**src/rtl/rf_write_sched_pkg.sv**
```systemverilog
// Shared types for the register-file write scheduler: FSM states and the
// write-request payload carried by each requester.
package rf_write_sched_pkg;

    localparam int ADDR_MAX = 16;   // widest supported RAW
    localparam int DATA_W   = 8;

    typedef enum logic [1:0] {
        IDLE  = 2'd0,
        CLEAR = 2'd1,
        DONE  = 2'd2
    } state_t;

    typedef struct packed {
        logic                acc;
        logic [ADDR_MAX-1:0] addr;
        logic [DATA_W-1:0]   data;
    } req_t;

endpackage

```
**src/rtl/rf_write_sched_rr_arb2.sv**
```systemverilog
// Two-way round-robin arbiter: a lone valid wins; on a tie the side that
// was not served last wins.
module rr_arb2 (
    input  logic [1:0] valid,
    input  logic       last,
    output logic [1:0] grant
);
    assign grant[0] = valid[0] & (~valid[1] | last);
    assign grant[1] = valid[1] & (~valid[0] | ~last);
endmodule

```
**src/rtl/rf_write_sched.sv**
```systemverilog
// Register-file write scheduler: arbitrates two write requesters onto one
// registered write port and runs a zero-fill sweep of the whole file.
module rf_write_sched
    import rf_write_sched_pkg::*;
#(
    parameter int RAW = 4
) (
    input  logic           clk,
    input  logic           reset_n,
    input  logic           a_valid,
    output logic           a_ready,
    input  logic           a_acc,
    input  logic [RAW-1:0] a_addr,
    input  logic [7:0]     a_data,
    input  logic           b_valid,
    output logic           b_ready,
    input  logic           b_acc,
    input  logic [RAW-1:0] b_addr,
    input  logic [7:0]     b_data,
    input  logic           clr_start,
    output logic           clr_busy,
    output logic           clr_done,
    output logic           acc_wen,
    output logic           reg_wen,
    output logic [RAW-1:0] write_addr_o,
    output logic [7:0]     write_data_o,
    output logic           last_grant_o
);
    state_t         state;
    logic [RAW-1:0] cnt;
    logic [1:0]     grant;
    logic           idle_ok;
    req_t           req_a, req_b, sel;

    assign req_a = '{acc: a_acc, addr: ADDR_MAX'(a_addr), data: a_data};
    assign req_b = '{acc: b_acc, addr: ADDR_MAX'(b_addr), data: b_data};

    rr_arb2 u_arb (
        .valid ({b_valid, a_valid}),
        .last  (last_grant_o),
        .grant (grant)
    );

    // clr_start pre-empts arbitration in the same cycle it is seen
    assign idle_ok = (state == IDLE) && !clr_start;
    assign a_ready = idle_ok & grant[0];
    assign b_ready = idle_ok & grant[1];
    assign sel     = grant[1] ? req_b : req_a;

    always_ff @(posedge clk or negedge reset_n) begin
        if (!reset_n) begin
            state        <= IDLE;
            cnt          <= '0;
            last_grant_o <= 1'b1;
            acc_wen      <= 1'b0;
            reg_wen      <= 1'b0;
            write_addr_o <= '0;
            write_data_o <= '0;
            clr_busy     <= 1'b0;
            clr_done     <= 1'b0;
        end else begin
            acc_wen      <= 1'b0;
            reg_wen      <= 1'b0;
            write_addr_o <= '0;
            write_data_o <= '0;
            clr_done     <= 1'b0;
            case (state)
                IDLE: begin
                    if (clr_start) begin
                        // first zero write is issued on the entry edge
                        state    <= CLEAR;
                        clr_busy <= 1'b1;
                        cnt      <= '0;
                        reg_wen  <= 1'b1;
                    end else if (a_ready || b_ready) begin
                        last_grant_o <= b_ready;
                        acc_wen      <= sel.acc;
                        reg_wen      <= ~sel.acc;
                        write_addr_o <= sel.acc ? '0 : RAW'(sel.addr);
                        write_data_o <= sel.data;
                    end
                end
                CLEAR: begin
                    // cnt mirrors the address currently on the write port
                    if (cnt == '1) begin
                        state    <= DONE;
                        clr_done <= 1'b1;
                        cnt      <= '0;
                    end else begin
                        reg_wen      <= 1'b1;
                        write_addr_o <= cnt + 1'b1;
                        cnt          <= cnt + 1'b1;
                    end
                end
                DONE: begin
                    state    <= IDLE;
                    clr_busy <= 1'b0;
                end
                default: begin
                    state    <= IDLE;
                    clr_busy <= 1'b0;
                end
            endcase
        end
    end
endmodule
```
**config.mk**
```make
export PLATFORM = sky130hd
export DESIGN_NAME = rf_write_sched
export DESIGN_NICKNAME = d
export VERILOG_FILES = /design/src/rtl/rf_write_sched_pkg.sv /design/src/rtl/rf_write_sched_rr_arb2.sv /design/src/rtl/rf_write_sched.sv
export SDC_FILE = /design/constraint.sdc
export NUM_CORES = 1
export LEC_CHECK = 0
export ABC_AREA = 1
export CAP_MARGIN = 0
export CORE_MARGIN = 4
export CORE_UTILIZATION = 37
export CTS_CLUSTER_DIAMETER = 200
export DETAILED_ROUTE_END_ITERATION = 8
export MAX_ROUTING_LAYER = met4
export PLACE_DENSITY = 0.75
export SYNTH_ARGS = -nofsm -noshare
export SYNTH_HDL_FRONTEND = slang
export SYNTH_SLANG_ARGS = --single-unit
```
**constraint.sdc**
```tcl
create_clock -name clk -period 1.1 [get_ports clk]
set_input_delay 0.22 -clock clk [delete_from_list [all_inputs] [get_ports clk]]
set_output_delay 0.22 -clock clk [all_outputs]
set_load 0.1 [all_outputs]
```
==> flow_metrics.py <==
metrics = {
    "outcome": {
        "status": "finished, violations left",
        "violations": "setup timing",
    },
    "yosys": {
        "yosysMostFrequentCell": "nand2_1",
        "synthesis.area_um2": 1100,
        "seq_area_frac_synth_pct": 52.4,
        "synthArstFlopShare_pct": 100,
        "synth_cell_types": 23,
        "synth_top_cell_by_area": "dfrtp_1",
        "synth.area.top_cells": "dfrtp_1 50%, nand2_1 11%, nand3_1 9.5%",
        "synth.top_cell.area_share_pct": 50.0,
        "yosys-top-cells-count": "33 x nand2_1, 22 x dfrtp_1, 21 x nand3_1, 9 x a21oi_2, 7 x inv_1",
        "synth_edf_count": 0,
        "synthesis.nets": 150,
        "yosys_warnings": 0,
        "ys.flop_type": "dfrtp_1",
        "synth_seq_cells": 23,
        "syn_area_per_cell_um2": 9.33,
        "synthCells": 118,
    },
    "worst_setup_path": {
        "cpMostUsedCell": "nand2_4",
        "arrival_ns": 1.48,
        "max_stage_delay_ns": 0.67,
        "end_kind": "primary output",
        "start_kind": "register",
        "cp_max_fo": 3,
        "cp_slowest_cell": "dfstp_4",
        "crit_required_ns": 0.88,
        "path_cells": "inv_4 -> nand2_4 -> nand2_4 -> nor2_4 -> buf_12",
        "crit_type": "reg2out",
    },
    "power_and_ir_drop": {
        "fin_total_pwr_mw": 5.54,
        "max-vdd-ir-drop_v": 0.00113,
        "p_int_mw": 2.77,
        "p_leak_nw": 0.996,
        "p_switching_mw": 2.77,
        "switching_share_pct": 50.1,
        "pwr-share-seq_pct": 25.9,
        "comb_power_share_pct": 66.4,
        "pwr-share-clk_pct": 7.7,
        "power_density_nw_per_um2": 2480,
    },
    "finish": {
        "finish.utilization_pct": 79.7,
        "fill_cells": 164,
        "final_cell_area_um2": 2230,
        "nets": 228,
        "layout-drive-gt1-share_pct": 52.3,
        "seq_area_um2": 592,
        "multi_input_area_um2": 601,
        "diodes": 0,
        "syn_to_final_growth_pct": 103,
    },
    "global_routing": {
        "grt_max_degree": 24,
        "grt_pass1_vias": 1146,
        "grt_overflow": 0,
        "grt_pass1_wl_mm": 5.18,
        "grt_usage_pct": 16.8,
        "antenna_found_initial": 0,
    },
    "die": {
        "die_y_um": 62.6,
        "dieArea_um2": 3910,
        "rows": 19,
        "start_util_pct": 39.3,
        "coreArea_um2": 2810,
        "die_x_um": 62.6,
        "io_pins": 50,
    },
    "detailed_routing": {
        "viasPerCell": 5.26,
        "top_layer": "met4",
        "vias": 1188,
        "wl_met3_um": 362,
        "routedWlPerCell_um": 16.8,
        "drtAntennaViolNets": 0,
        "wl_met2_mm": 1.92,
        "firstDrtPassIters": 5,
        "wirelength_met1_mm": 1.42,
        "drc": 0,
        "wirelength_mm": 3.79,
        "drt_iter0_markers": 34,
    },
    "cts": {
        "cts_max_level": 1,
        "clockBufferDepth": 2,
        "cts-buffers-inserted": 3,
        "clkLatencyLatePin_ns": 0.33,
        "clkTransAtPathRegs_ns": 0.14,
        "cts_root_buf": "clkbuf_4",
        "cts_tree": "done",
        "cts_hold_buf": 0,
        "cts.sinks": 23,
    },
    "timing": {
        "skew_ns": 0.00514,
        "post-route-period-util_pct": 154,
        "setup_viol_count_final": 36,
        "relSlewSlack_pct": 81.6,
        "layout_min_cycle_time_ns": 1.70,
        "worst_pin_slew_ns": 0.274,
        "rsz0062_at_grt": "true",
        "setup_slack_ns": -0.595,
        "drv_slew": 0,
        "holdWs_ns": 0.223,
        "hold_viol_final": 0,
        "fmax_mhz": 590,
    },
    "run": {
        "maxCapViolCount": 0,
    },
    "placement": {
        "port_buffers": 49,
        "dp_hpwl_mm": 2.38,
        "placed_cell_area_um2": 1940,
        "routabilityCongestion": 0.797,
    },
    "hold_path": {
        "hold_path.class": "in2async",
    },
}
worst max-delay path: cells and delay by family, from the launching register on:
family                 cells  cell delay [ns]
buffers and inverters      2             0.22
flip-flops                 1             0.67
AND/OR/NAND/NOR            3             0.24
routing by layer:
metal	global-route usage, %	vias up
met2	27.7	70
met3	6.29	11
li1	-	541
met4	4.13	0
met1	19.4	566
met5	-	-
cell families (layout without fill, tap and decap cells):
group / Yosys count / after routing / share of synthesized area, %
and+or+nand+nor: 65 / 65 / 29.0
DFF: 23 / 23 / 52.4
AOI/OAI and AO/OA: 16 / 16 / 11.5
buffers and inverters: 12 / 89 / 5.23
adders and majority gates: 1 / 1 / 1.14
xor gates and xnor gates: 1 / 1 / 0.796
state kept, by name, summed over array words and instances (netlist names):
name	flops
cnt	4
clr_busy	1
last_grant_o	1
reg_wen	1
write_addr_o	4
acc_wen	1
write_data_o	8
clr_done	1
state	2
worst paths after layout:
check / startpoint / endpoint / slack [ns] / depth (start not counted)
max: last_grant_o / a_ready / -0.60 / 5
min: reset_n / write_addr_o[1] / 0.22 / 2
max reg2reg: last_grant_o / write_addr_o[3] / -0.56 / 9
min reg2reg: clr_busy / clr_busy / 0.58 / 2
max in group asynchronous: reset_n / last_grant_o / 0.66 / 2
min in group clk: a_data[1] / write_data_o[1] / 0.43 / 3
through the flow:
step | TNS, ns | instances | setup slack [ns]
finish | -7.85 | 226 | -0.595
global route | -9.66 | 226 | -0.654
CTS | -6.57 | 218 | -0.547
detailed placement | -6.51 | 209 | -0.450
global placement | -5.78 | 209 | -0.415
floorplan | -10.69 | 118 | -0.780
final cells by class:
type	count	area share (%)
inverters	9	1.62
flip-flops and latches	23	26.5
multi-input cells	83	26.9
clock buffers	4	1.18
repair buffers	76	42.1
well taps	31	1.74
power groups by stage:
| stage | Clock (mW) | Sequential [mW] | Combinational (mW) |
|---|---|---|---|
| 3_3_place_gp | 0 | 1.36 | 2.99 |
| 2_1_floorplan | 0 | 2.38 | 0.780 |
| 5_1_grt | 0.455 | 1.46 | 3.87 |
| 6_report | 0.426 | 1.43 | 3.68 |
| 4_1_cts | 0.403 | 1.37 | 3.24 |
| 3_5_place_dp | 0 | 1.38 | 3.06 |
what timing repair did:
| action | CTS | global route |
|---|---|---|
| pin swaps | 4 | 8 |
| setup endpoints to repair | 39 | 38 |
| gates cloned | 0 | 1 |
| resized for setup | 14 | 21 |
| buffers inserted | 5 | 8 |
cell usage in the layout, fill, tap and decap left out:
cell	instances
dfrtp_1	13
nor2_8	1
clkdlybuf4s50_1	30
dfrtp_2	9
inv_4	1
clkbuf_1	1
nand3_2	5
dfstp_4	1
buf_6	4
o21ai_0	1
clkbuf_4	3
nand3_1	14
buf_4	20
clkbuf_16	1
nand3_4	2
o21ai_1	1
o22ai_1	1
buf_12	21
o21ai_4	1
nand2_1	26
nor2_4	3
a21oi_4	1
inv_2	2
inv_1	6
nand2_4	4
ha_4	1
nand2_2	6
xor2_2	1
a21oi_2	9
o21ai_2	2
nor2_2	4
No activity file was read; power rests on OpenSTA's default activity.
